[src/rtl/ahb_pkg.sv]
// Shared AHB-Lite encodings and the byte-lane enable helper.
package ahb_pkg;

  localparam int unsigned DATA_W = 32;
  localparam int unsigned BE_W   = DATA_W / 8;

  typedef enum logic [1:0] {
    HTRANS_IDLE   = 2'd0,
    HTRANS_BUSY   = 2'd1,
    HTRANS_NONSEQ = 2'd2,
    HTRANS_SEQ    = 2'd3
  } htrans_e;

  typedef enum logic [2:0] {
    HSIZE_BYTE = 3'd0,
    HSIZE_HALF = 3'd1,
    HSIZE_WORD = 3'd2
  } hsize_e;

  // Byte enables for a transfer; any size of word or larger covers all lanes.
  function automatic logic [BE_W-1:0] be_calc(input logic [2:0] size, input logic [1:0] addr_lo);
    logic [BE_W-1:0] be;
    case (size)
      HSIZE_BYTE: be = 4'b0001 << addr_lo;
      HSIZE_HALF: be = addr_lo[1] ? 4'b1100 : 4'b0011;
      default:    be = 4'b1111;
    endcase
    return be;
  endfunction

endpackage

[src/rtl/ahb_sram_bridge_if.sv]
// AHB-Lite slave bus plus SRAM port of the bridge.
interface ahb_sram_bridge_if #(
  parameter int unsigned ADDR_WIDTH = 12
);
  logic                  HSEL;
  logic [31:0]           HADDR;
  logic                  HREADY;
  logic                  HWRITE;
  logic [1:0]            HTRANS;
  logic [2:0]            HSIZE;
  logic [31:0]           HWDATA;
  logic [31:0]           HRDATA;
  logic                  HREADYOUT;
  logic [31:0]           SRAMRDATA;
  logic [3:0]            SRAMWEN;
  logic [31:0]           SRAMWDATA;
  logic                  SRAMCS0;
  logic [ADDR_WIDTH-1:0] SRAMADDR;

  modport slave (
    input  HSEL, HADDR, HREADY, HWRITE, HTRANS, HSIZE, HWDATA, SRAMRDATA,
    output HRDATA, HREADYOUT, SRAMWEN, SRAMWDATA, SRAMCS0, SRAMADDR
  );

  modport master (
    output HSEL, HADDR, HREADY, HWRITE, HTRANS, HSIZE, HWDATA, SRAMRDATA,
    input  HRDATA, HREADYOUT, SRAMWEN, SRAMWDATA, SRAMCS0, SRAMADDR
  );
endinterface

[src/rtl/ahb_sram_wbuf.sv]
// One-entry parked-write buffer with read-data merge.
module ahb_sram_wbuf
  import ahb_pkg::*;
#(
  parameter int unsigned ADDR_WIDTH = 12
) (
  input  logic                  i_clk,
  input  logic                  i_rst,
  input  logic                  i_load,
  input  logic                  i_commit,
  input  logic [ADDR_WIDTH-1:0] i_addr,
  input  logic [BE_W-1:0]       i_be,
  input  logic [DATA_W-1:0]     i_data,
  input  logic                  i_dph_rd,
  input  logic [ADDR_WIDTH-1:0] i_dph_addr,
  input  logic [DATA_W-1:0]     i_sram_rdata,
  output logic                  o_pend,
  output logic [ADDR_WIDTH-1:0] o_addr,
  output logic [BE_W-1:0]       o_be,
  output logic [DATA_W-1:0]     o_data,
  output logic [DATA_W-1:0]     o_rdata
);

  logic                  r_pend;
  logic [ADDR_WIDTH-1:0] r_addr;
  logic [BE_W-1:0]       r_be;
  logic [DATA_W-1:0]     r_data;
  logic                  w_hit;

  // Pending flag: set on load, cleared by commit or reset.
  always_ff @(posedge i_clk) begin
    if (i_rst) begin
      r_pend <= 1'b0;
    end else if (i_load) begin
      r_pend <= 1'b1;
    end else if (i_commit) begin
      r_pend <= 1'b0;
    end
  end

  // Buffer payload; contents are don't-care while not pending.
  always_ff @(posedge i_clk) begin
    if (i_load) begin
      r_addr <= i_addr;
      r_be   <= i_be;
      r_data <= i_data;
    end
  end

  assign w_hit = r_pend && (r_addr == i_dph_addr);

  // Read data: SRAM word with parked lanes overlaid when the address matches.
  always_comb begin
    o_rdata = '0;
    if (i_dph_rd) begin
      o_rdata = i_sram_rdata;
      for (int i = 0; i < int'(BE_W); i++) begin
        if (w_hit && r_be[i]) begin
          o_rdata[i*8 +: 8] = r_data[i*8 +: 8];
        end
      end
    end
  end

  assign o_pend = r_pend;
  assign o_addr = r_addr;
  assign o_be   = r_be;
  assign o_data = r_data;

endmodule

[src/rtl/ahb_sram_bridge.sv]
// Zero-wait-state AHB-Lite to single-port SRAM bridge.
module ahb_sram_bridge
  import ahb_pkg::*;
#(
  parameter int unsigned ADDR_WIDTH = 12
) (
  input  logic               HCLK,
  input  logic               HRESET,
  ahb_sram_bridge_if.slave   bus
);

  logic                  w_acc;
  logic                  w_rd_req;
  logic                  w_load;
  logic                  w_commit;
  logic [BE_W-1:0]       w_be;
  logic                  w_pend;
  logic [ADDR_WIDTH-1:0] w_buf_addr;
  logic [BE_W-1:0]       w_buf_be;
  logic [DATA_W-1:0]     w_buf_data;
  logic [DATA_W-1:0]     w_rdata;
  logic                  w_unused;

  logic                  r_dph_rd;
  logic                  r_dph_wr;
  logic [ADDR_WIDTH-1:0] r_dph_addr;
  logic [BE_W-1:0]       r_dph_be;

  assign w_acc    = bus.HSEL && bus.HREADY && bus.HTRANS[1];
  assign w_rd_req = w_acc && !bus.HWRITE;
  assign w_be     = be_calc(bus.HSIZE, bus.HADDR[1:0]);
  assign w_load   = r_dph_wr && w_rd_req && !HRESET;
  assign w_unused = ^{bus.HADDR[31:ADDR_WIDTH+2], bus.HTRANS[0]};

  // Address-phase capture for the following data phase.
  always_ff @(posedge HCLK) begin
    if (HRESET) begin
      r_dph_rd   <= 1'b0;
      r_dph_wr   <= 1'b0;
      r_dph_addr <= '0;
      r_dph_be   <= '0;
    end else begin
      r_dph_rd   <= w_rd_req;
      r_dph_wr   <= w_acc && bus.HWRITE;
      r_dph_addr <= bus.HADDR[ADDR_WIDTH+1:2];
      r_dph_be   <= w_be;
    end
  end

  // A write data phase never coincides with a parked write.
  always_ff @(posedge HCLK) begin
    if (!HRESET) begin
      assert (!(w_pend && r_dph_wr));
    end
  end

  // SRAM port arbitration: read strobe, then buffer commit, then direct write.
  always_comb begin
    bus.SRAMCS0   = 1'b0;
    bus.SRAMWEN   = '0;
    bus.SRAMADDR  = '0;
    bus.SRAMWDATA = bus.HWDATA;
    w_commit      = 1'b0;
    if (!HRESET) begin
      if (w_rd_req) begin
        bus.SRAMCS0  = 1'b1;
        bus.SRAMADDR = bus.HADDR[ADDR_WIDTH+1:2];
      end else if (w_pend) begin
        bus.SRAMCS0   = 1'b1;
        bus.SRAMWEN   = w_buf_be;
        bus.SRAMADDR  = w_buf_addr;
        bus.SRAMWDATA = w_buf_data;
        w_commit      = 1'b1;
      end else if (r_dph_wr) begin
        bus.SRAMCS0  = 1'b1;
        bus.SRAMWEN  = r_dph_be;
        bus.SRAMADDR = r_dph_addr;
      end
    end
  end

  ahb_sram_wbuf #(
    .ADDR_WIDTH (ADDR_WIDTH)
  ) u_wbuf (
    .i_clk        (HCLK),
    .i_rst        (HRESET),
    .i_load       (w_load),
    .i_commit     (w_commit),
    .i_addr       (r_dph_addr),
    .i_be         (r_dph_be),
    .i_data       (bus.HWDATA),
    .i_dph_rd     (r_dph_rd),
    .i_dph_addr   (r_dph_addr),
    .i_sram_rdata (bus.SRAMRDATA),
    .o_pend       (w_pend),
    .o_addr       (w_buf_addr),
    .o_be         (w_buf_be),
    .o_data       (w_buf_data),
    .o_rdata      (w_rdata)
  );

  assign bus.HRDATA    = HRESET ? '0 : w_rdata;
  assign bus.HREADYOUT = 1'b1;

endmodule

[src/flat_wrapper.sv]
// flat-port wrapper written by rule: the top's interface ports become plain ports
module ahb_sram_bridge_flat import ahb_pkg::*;
#(
  parameter int unsigned ADDR_WIDTH = 12
)
  (HCLK, HRESET, bus_HSEL, bus_HADDR, bus_HREADY, bus_HWRITE, bus_HTRANS, bus_HSIZE, bus_HWDATA, bus_SRAMRDATA, bus_HRDATA, bus_HREADYOUT, bus_SRAMWEN, bus_SRAMWDATA, bus_SRAMCS0, bus_SRAMADDR);
  ahb_sram_bridge_if #(.ADDR_WIDTH(ADDR_WIDTH)) bus_i ();
  input  logic HCLK;
  input  logic HRESET;
  input wire logic [$bits(bus_i.HSEL)-1:0] bus_HSEL;
  input wire logic [$bits(bus_i.HADDR)-1:0] bus_HADDR;
  input wire logic [$bits(bus_i.HREADY)-1:0] bus_HREADY;
  input wire logic [$bits(bus_i.HWRITE)-1:0] bus_HWRITE;
  input wire logic [$bits(bus_i.HTRANS)-1:0] bus_HTRANS;
  input wire logic [$bits(bus_i.HSIZE)-1:0] bus_HSIZE;
  input wire logic [$bits(bus_i.HWDATA)-1:0] bus_HWDATA;
  input wire logic [$bits(bus_i.SRAMRDATA)-1:0] bus_SRAMRDATA;
  output wire logic [$bits(bus_i.HRDATA)-1:0] bus_HRDATA;
  output wire logic [$bits(bus_i.HREADYOUT)-1:0] bus_HREADYOUT;
  output wire logic [$bits(bus_i.SRAMWEN)-1:0] bus_SRAMWEN;
  output wire logic [$bits(bus_i.SRAMWDATA)-1:0] bus_SRAMWDATA;
  output wire logic [$bits(bus_i.SRAMCS0)-1:0] bus_SRAMCS0;
  output wire logic [$bits(bus_i.SRAMADDR)-1:0] bus_SRAMADDR;
  assign bus_i.HSEL = bus_HSEL;
  assign bus_i.HADDR = bus_HADDR;
  assign bus_i.HREADY = bus_HREADY;
  assign bus_i.HWRITE = bus_HWRITE;
  assign bus_i.HTRANS = bus_HTRANS;
  assign bus_i.HSIZE = bus_HSIZE;
  assign bus_i.HWDATA = bus_HWDATA;
  assign bus_i.SRAMRDATA = bus_SRAMRDATA;
  assign bus_HRDATA = bus_i.HRDATA;
  assign bus_HREADYOUT = bus_i.HREADYOUT;
  assign bus_SRAMWEN = bus_i.SRAMWEN;
  assign bus_SRAMWDATA = bus_i.SRAMWDATA;
  assign bus_SRAMCS0 = bus_i.SRAMCS0;
  assign bus_SRAMADDR = bus_i.SRAMADDR;
  ahb_sram_bridge #(.ADDR_WIDTH(ADDR_WIDTH)) u_core (.HCLK(HCLK), .HRESET(HRESET), .bus(bus_i));
endmodule
[config.mk]
export PLATFORM = sky130hd
export DESIGN_NAME = ahb_sram_bridge_flat
export DESIGN_NICKNAME = d
export VERILOG_FILES = /design/src/rtl/ahb_pkg.sv /design/src/rtl/ahb_sram_bridge_if.sv /design/src/rtl/ahb_sram_wbuf.sv /design/src/rtl/ahb_sram_bridge.sv /design/src/flat_wrapper.sv
export SDC_FILE = /design/constraint.sdc
export NUM_CORES = 1
export LEC_CHECK = 0
export CAP_MARGIN = 10
export CELL_PAD_IN_SITES_DETAIL_PLACEMENT = 0
export CELL_PAD_IN_SITES_GLOBAL_PLACEMENT = 1
export CORE_MARGIN = 10
export CORE_UTILIZATION = 30
export DETAILED_ROUTE_END_ITERATION = 12
export PLACE_DENSITY = 0.82
export SYNTH_ARGS = -nofsm -noshare
export SYNTH_HDL_FRONTEND = slang
export SYNTH_SLANG_ARGS = --single-unit
[constraint.sdc]
create_clock -name HCLK -period 3.1 [get_ports HCLK]
set_input_delay 0.31 -clock HCLK [delete_from_list [all_inputs] [get_ports HCLK]]
set_output_delay 0.31 -clock HCLK [all_outputs]
set_load 0.01 [all_outputs]
==> flow_metrics.tcl <==
set metrics [dict create \
    fp.dieH_um 131 \
    syn_nets 449 \
    required_ns 2.79 \
    diodes 0 \
    finClkSkew_ns 0.00489 \
    dp_hpwl_mm 8.71 \
    multi_input_comb_area_um2 1770 \
    rsz0062_at_grt "no" \
    hold_buffers 0 \
    core.rowCount 40 \
    crit_arrival_ns 2.54 \
    syn-instance-count 343 \
    slew_violations 0 \
    crit_fanout 8 \
    grt_pass1_vias 3185 \
    grt_max_degree 39 \
    ys_ff_latch 67 \
    r2r-start "u_core.r_dph_wr$_SDFF_PP0_" \
    die-area_um2 17100 \
    numCtsBuffers 9 \
    yosysSeqAreaShare_pct 49.5 \
    clock_sinks 67 \
    syn_area_per_cell_um2 10.7 \
    min_path_type "flop to flop" \
    initial_core_util_pct 30.6 \
    seq_area_um2 1820 \
    wl_mm 11.3 \
    end_kind "output pin" \
    clk_latency_ns 0.32 \
    gp_congestion 0.740 \
    ant_nets 0 \
    setup_viol 0 \
    ys_warn_count 0 \
    clk_pin_slew_ns 0.06 \
    nNetsFinal 616 \
    cts_setup_buffers 0 \
    grt_antenna_before_repair 0 \
    peakVddDrop_mv 0.277 \
    min_from "u_core.r_dph_be[0]$_SDFF_PP0_" \
    drc_errors 0 \
    grt_pass1_wl_mm 17.0 \
    fp.dieW_um 131 \
    finalCritPeriodShare_pct 91.9 \
    setup_tns_ns 0 \
    ys_types 31 \
    stdcell_count 662 \
    clockBufferDepth 2 \
    crit_type "flop to output pin" \
    slew_headroom_pct 61.3 \
    setup_slack_ns 0.252 \
    core_um2 12000 \
    tightest_slew_ns 0.580 \
    htree_levels 3 \
    grt.overflow.total 0 \
    grtUsageTotal_pct 12.6 \
    n_fill_cell 1150 \
    outcome "finished clean" \
    cts-resized-gates 0 \
    area_delta_synth_final_pct 59.6 \
    p_leak_nw 1.96 \
    drt-wirelength-per-cell_um 17.0 \
    dp_cells 646 \
    maxCapViolations 0 \
    dp_slack_ns 0.315 \
    total_power_w 0.00225 \
    cts_tree "yes" \
    final-hold-violation-count 0 \
    viasPerCell 4.68 \
    setup.worst_path.start "u_core.u_wbuf.o_addr[0]$_DFFE_PP_" \
    syn_area_um2 3680 \
    drtPass1Iterations 4 \
    cp-start-kind "flop" \
    drtIter0Drc 110 \
    powerDensity_nw_per_um2 383 \
    numPortBuffers 167 \
    ios 188 \
    root_buffer "clkbuf_16" \
    fin_crit_ns 2.85 \
    max_freq_ghz 0.351 \
    final_layout_size_suffix_gt1_share_pct 12.4 \
    hold_ws_ns 0.432 \
    vias 3098 \
]
worst paths after layout:
kind,end,slack (ns),cells after the start
max,bus_HRDATA[16],0.25,6
min,u_core.u_wbuf.o_be[0]$_DFFE_PP_,0.43,0
max reg2reg,u_core.u_wbuf.o_data[4]$_DFFE_PP_,1.25,2
min reg2reg,u_core.u_wbuf.o_be[0]$_DFFE_PP_,0.43,0
cell usage after synthesis:
cell type / instances / area, um^2
buf_2: 4 / 20.0
and2_1: 1 / 6.26
nand4_2: 1 / 12.5
o21bai_1: 2 / 15.0
buf_1: 10 / 37.5
nand4_4: 2 / 42.5
nand2b_1: 1 / 6.26
nand2_1: 84 / 315
nor2b_1: 14 / 87.6
or2_1: 1 / 6.26
xnor2_1: 4 / 35.0
edfxtp_1: 48 / 1440
nor2_1: 26 / 97.6
dfxtp_1: 19 / 380
nor3b_1: 1 / 7.51
nor3_1: 1 / 5.00
a21oi_1: 21 / 105
nand3_1: 1 / 5.00
o21ai_0: 2 / 10.0
inv_1: 1 / 3.75
mux2i_1: 32 / 320
nor4_1: 1 / 6.26
xnor2_2: 8 / 130
a211oi_1: 12 / 90.1
nand3b_1: 1 / 7.51
clkbuf_1: 7 / 26.3
mux2_2: 20 / 225
buf_4: 1 / 7.51
nor4_4: 4 / 85.1
conb_1: 1 / 3.75
mux2_1: 12 / 135
sequential cells by signal, summed over array words and instances, names as in the netlist:
| register | count |
|---|---|
| u_core.u_wbuf.o_data | 32 |
| u_core.r_dph_addr | 12 |
| u_core.u_wbuf.o_addr | 12 |
| u_core.r_dph_be | 4 |
| u_core.u_wbuf.o_be | 4 |
| u_core.r_dph_rd | 1 |
| u_core.r_dph_wr | 1 |
| u_core.u_wbuf.o_pend | 1 |
per-layer routing:
metal,vias to the layer above,part of all wire (%),track usage [%]
met5,-,0,0
met4,0,0.84,4.12
met3,8,8.0,3.75
met2,93,50,21.8
met1,1456,42,14.5
li1,1541,-,-
cell families (layout without fill, tap and decap cells):
| logic type | Yosys count | count (layout) | share of synthesized area [%] |
|---|---|---|---|
| muxes | 64 | 64 | 18.5 |
| other | 1 | 1 | 0.102 |
| and+or+nand+nor | 139 | 139 | 18.8 |
| xor gates and xnor gates | 12 | 12 | 4.49 |
| AOI/OAI and AO/OA | 37 | 37 | 5.99 |
| buffers and inverters | 23 | 195 | 2.59 |
| DFF | 67 | 67 | 49.5 |
layout make-up:
class | instances | area share, %
inverter | 1 | 0.0640
clock inverter | 5 | 0.597
clock buffer | 11 | 4.50
timing repair buffer | 178 | 30.5
multi-input combinational | 253 | 30.1
sequential | 67 | 31.0
tap | 147 | 3.13
where the power goes:
part | switching, W | internal, W | leakage [nW]
clock | 0.000381 | 0.000611 | 0.147
sequential | 0.0000121 | 0.000971 | 0.608
combinational | 0.0000926 | 0.000179 | 1.20
cell usage in the layout, fill, tap and decap left out:
master / netlist / final
nand4_2: 1 / 1
a211oi_1: 12 / 12
clkbuf_8: 0 / 1
nor3_1: 1 / 1
o21bai_1: 2 / 2
nand4_4: 2 / 2
nor3b_1: 1 / 1
xnor2_1: 4 / 4
mux2i_1: 32 / 32
nor4_4: 4 / 4
mux2_1: 12 / 12
clkinv_2: 0 / 2
nor2b_1: 14 / 13
nor2_1: 26 / 26
nor2b_4: 0 / 1
buf_12: 0 / 3
xnor2_2: 8 / 8
clkinv_4: 0 / 2
a21oi_1: 21 / 21
clkbuf_16: 0 / 10
nor4_1: 1 / 1
clkdlybuf4s50_1: 0 / 167
nand3b_1: 1 / 1
o21ai_0: 2 / 2
conb_1: 1 / 1
and2_2: 0 / 1
mux2_2: 20 / 20
nand2b_1: 1 / 1
edfxtp_1: 48 / 48
or2_1: 1 / 1
clkinvlp_4: 0 / 1
buf_4: 1 / 8
inv_1: 1 / 1
nand3_1: 1 / 1
dfxtp_1: 19 / 19
nand2_1: 84 / 84
stage by stage:
stage / util [%] / instance area, um^2
global placement: 46.4 / 5570
finish: 48.9 / 5870
global route: 48.9 / 5870
floorplan: - / 3680
CTS: 48.9 / 5870
detailed placement: 46.4 / 5570
worst max-delay path, stage by stage (launching register included):
cell and delay [ns]:
edfxtp_1 0.43, xnor2_2 0.22, nand4_4 0.21, nor4_4 0.31, buf_4 0.24, mux2i_1 0.21
clkdlybuf4s50_1 0.58
Power figures use the tool's default switching activity.
==> edit (same flow settings) <==
Make the reset (`HRESET` and `i_rst`) asynchronous in 2 clocked blocks.
--- a/src/rtl/ahb_sram_wbuf.sv
+++ b/src/rtl/ahb_sram_wbuf.sv
@@ -28,7 +28,7 @@
   logic                  w_hit;
 
   // Pending flag: set on load, cleared by commit or reset.
-  always_ff @(posedge i_clk) begin
+  always_ff @(posedge i_clk or posedge i_rst) begin
     if (i_rst) begin
       r_pend <= 1'b0;
     end else if (i_load) begin
--- a/src/rtl/ahb_sram_bridge.sv
+++ b/src/rtl/ahb_sram_bridge.sv
@@ -33,7 +33,7 @@
   assign w_unused = ^{bus.HADDR[31:ADDR_WIDTH+2], bus.HTRANS[0]};
 
   // Address-phase capture for the following data phase.
-  always_ff @(posedge HCLK) begin
+  always_ff @(posedge HCLK or posedge HRESET) begin
     if (HRESET) begin
       r_dph_rd   <= 1'b0;
       r_dph_wr   <= 1'b0;
Behaviour: same outputs for any inputs over 4 cycles, from zero or initial values and one cycle with HRESET high; that may be too few to reach the edited logic, so the function may still have changed.
==> edit against the unedited design <==
- hold slack gained 12 ps
- cell area decreased by 0.85%
- sequential cell count did not move
- total power increased by 6.7%
- core utilization about the same
- synthesized area is 1.8% lower
- setup slack lost 24 ps
- wire length fell by 3.0%
- critical endpoint is now bus_HRDATA[0]
- largest power group unchanged
==> edit: results (changes against the unedited design) <==
flop-to-flop setup slack=1710 ps (+460 ps); P_leak=1.98 nW (+1.1%); GR Util All Layers=12.6% (+0.069 points); Routed WL per cell=17.4 µm (+1.9%); pin count of the biggest net entering global routing=65 (+67%); Initial DRC Count=129 (+17%); Synth async-reset ratio=28.4% (+28 points); Place WS=395 ps (+79.9 ps); nets=584 (-5.2%); Worst EP arrival=2560 ps (+20 ps); switching power=0.486 mW (+0.18%); sequential area share after synthesis=53.1% (+3.6 points); Worst Setup SP=u_core.u_wbuf.o_addr[1]$_DFFE_PP_; combinational share of power=12.5% (+0.4 points); Worst R2R Start=u_core.r_dph_wr$_DFF_PP0_; HPWL Detailed=8.42 mm (-3.3%); final worst slack=229 ps (-23.7 ps); RR Endpoint=u_core.u_wbuf.o_data[15]$_DFFE_PP_; Via density=4.67 (-0.18%); Comb. pwr=0.300 mW (+11%); outcome=finished, final reports clean; vias in the first global route=3051 (-4.2%); Fin Clk Skew=5.68 ps (+0.789 ps); most frequent cells after synthesis=nand2_1, edfxtp_1, mux2_1, mux2i_1, dfrtp_1; share of cells above drive strength 1=9.32% (-3.1 points); HP Start=u_core.r_dph_be[0]$_DFF_PP0_; largest cells by area after synthesis=edfxtp_1, dfrtp_1, mux2_1; syn_nets=411 (-8.5%); Synth cell types=27 (-13%); first-pass GRT wire length=16.7 mm (-1.9%); GPL Wtd Cong=0.746 (+0.82%); CP endpoint=bus_HRDATA[0]; sequential power=0.985 mW (about the same)
## edit: cell type report
cell class	instances	area (µm²)
clock buffers	12	256
repair buffers	181	1800
clock inverters	4	72.6
fillers	1094	6090
inverters	4	15.0
flip-flops and latches	67	1920
multi-input cells	215	1570
well taps	147	184
## edit: logic make-up after synthesis
group,count (synthesis),synth area share [%]
xor gates and xnor gates,12,3.74
muxes,64,18.9
buffers and inverters,23,3.71
DFF,67,53.1
AOI/OAI and AO/OA,22,4.37
and+or+nand+nor,116,16.1
other,1,0.104
## edit: metal layers
layer / share of wire (%) / global-route usage, %
met5: 0 / 0
met3: 8.2 / 4.22
met1: 40 / 14.5
met4: 1.6 / 4.63
met2: 50 / 21.4
## edit: stage by stage
step | instance area, µm² | hold slack [ps] | instances
floorplan | 3610 | 164 | 305
detailed placement | 5490 | 433 | 614
CTS | 5820 | 442 | 630
finish | 5820 | 444 | 630
global route | 5820 | 455 | 630
global placement | 5490 | 430 | 614
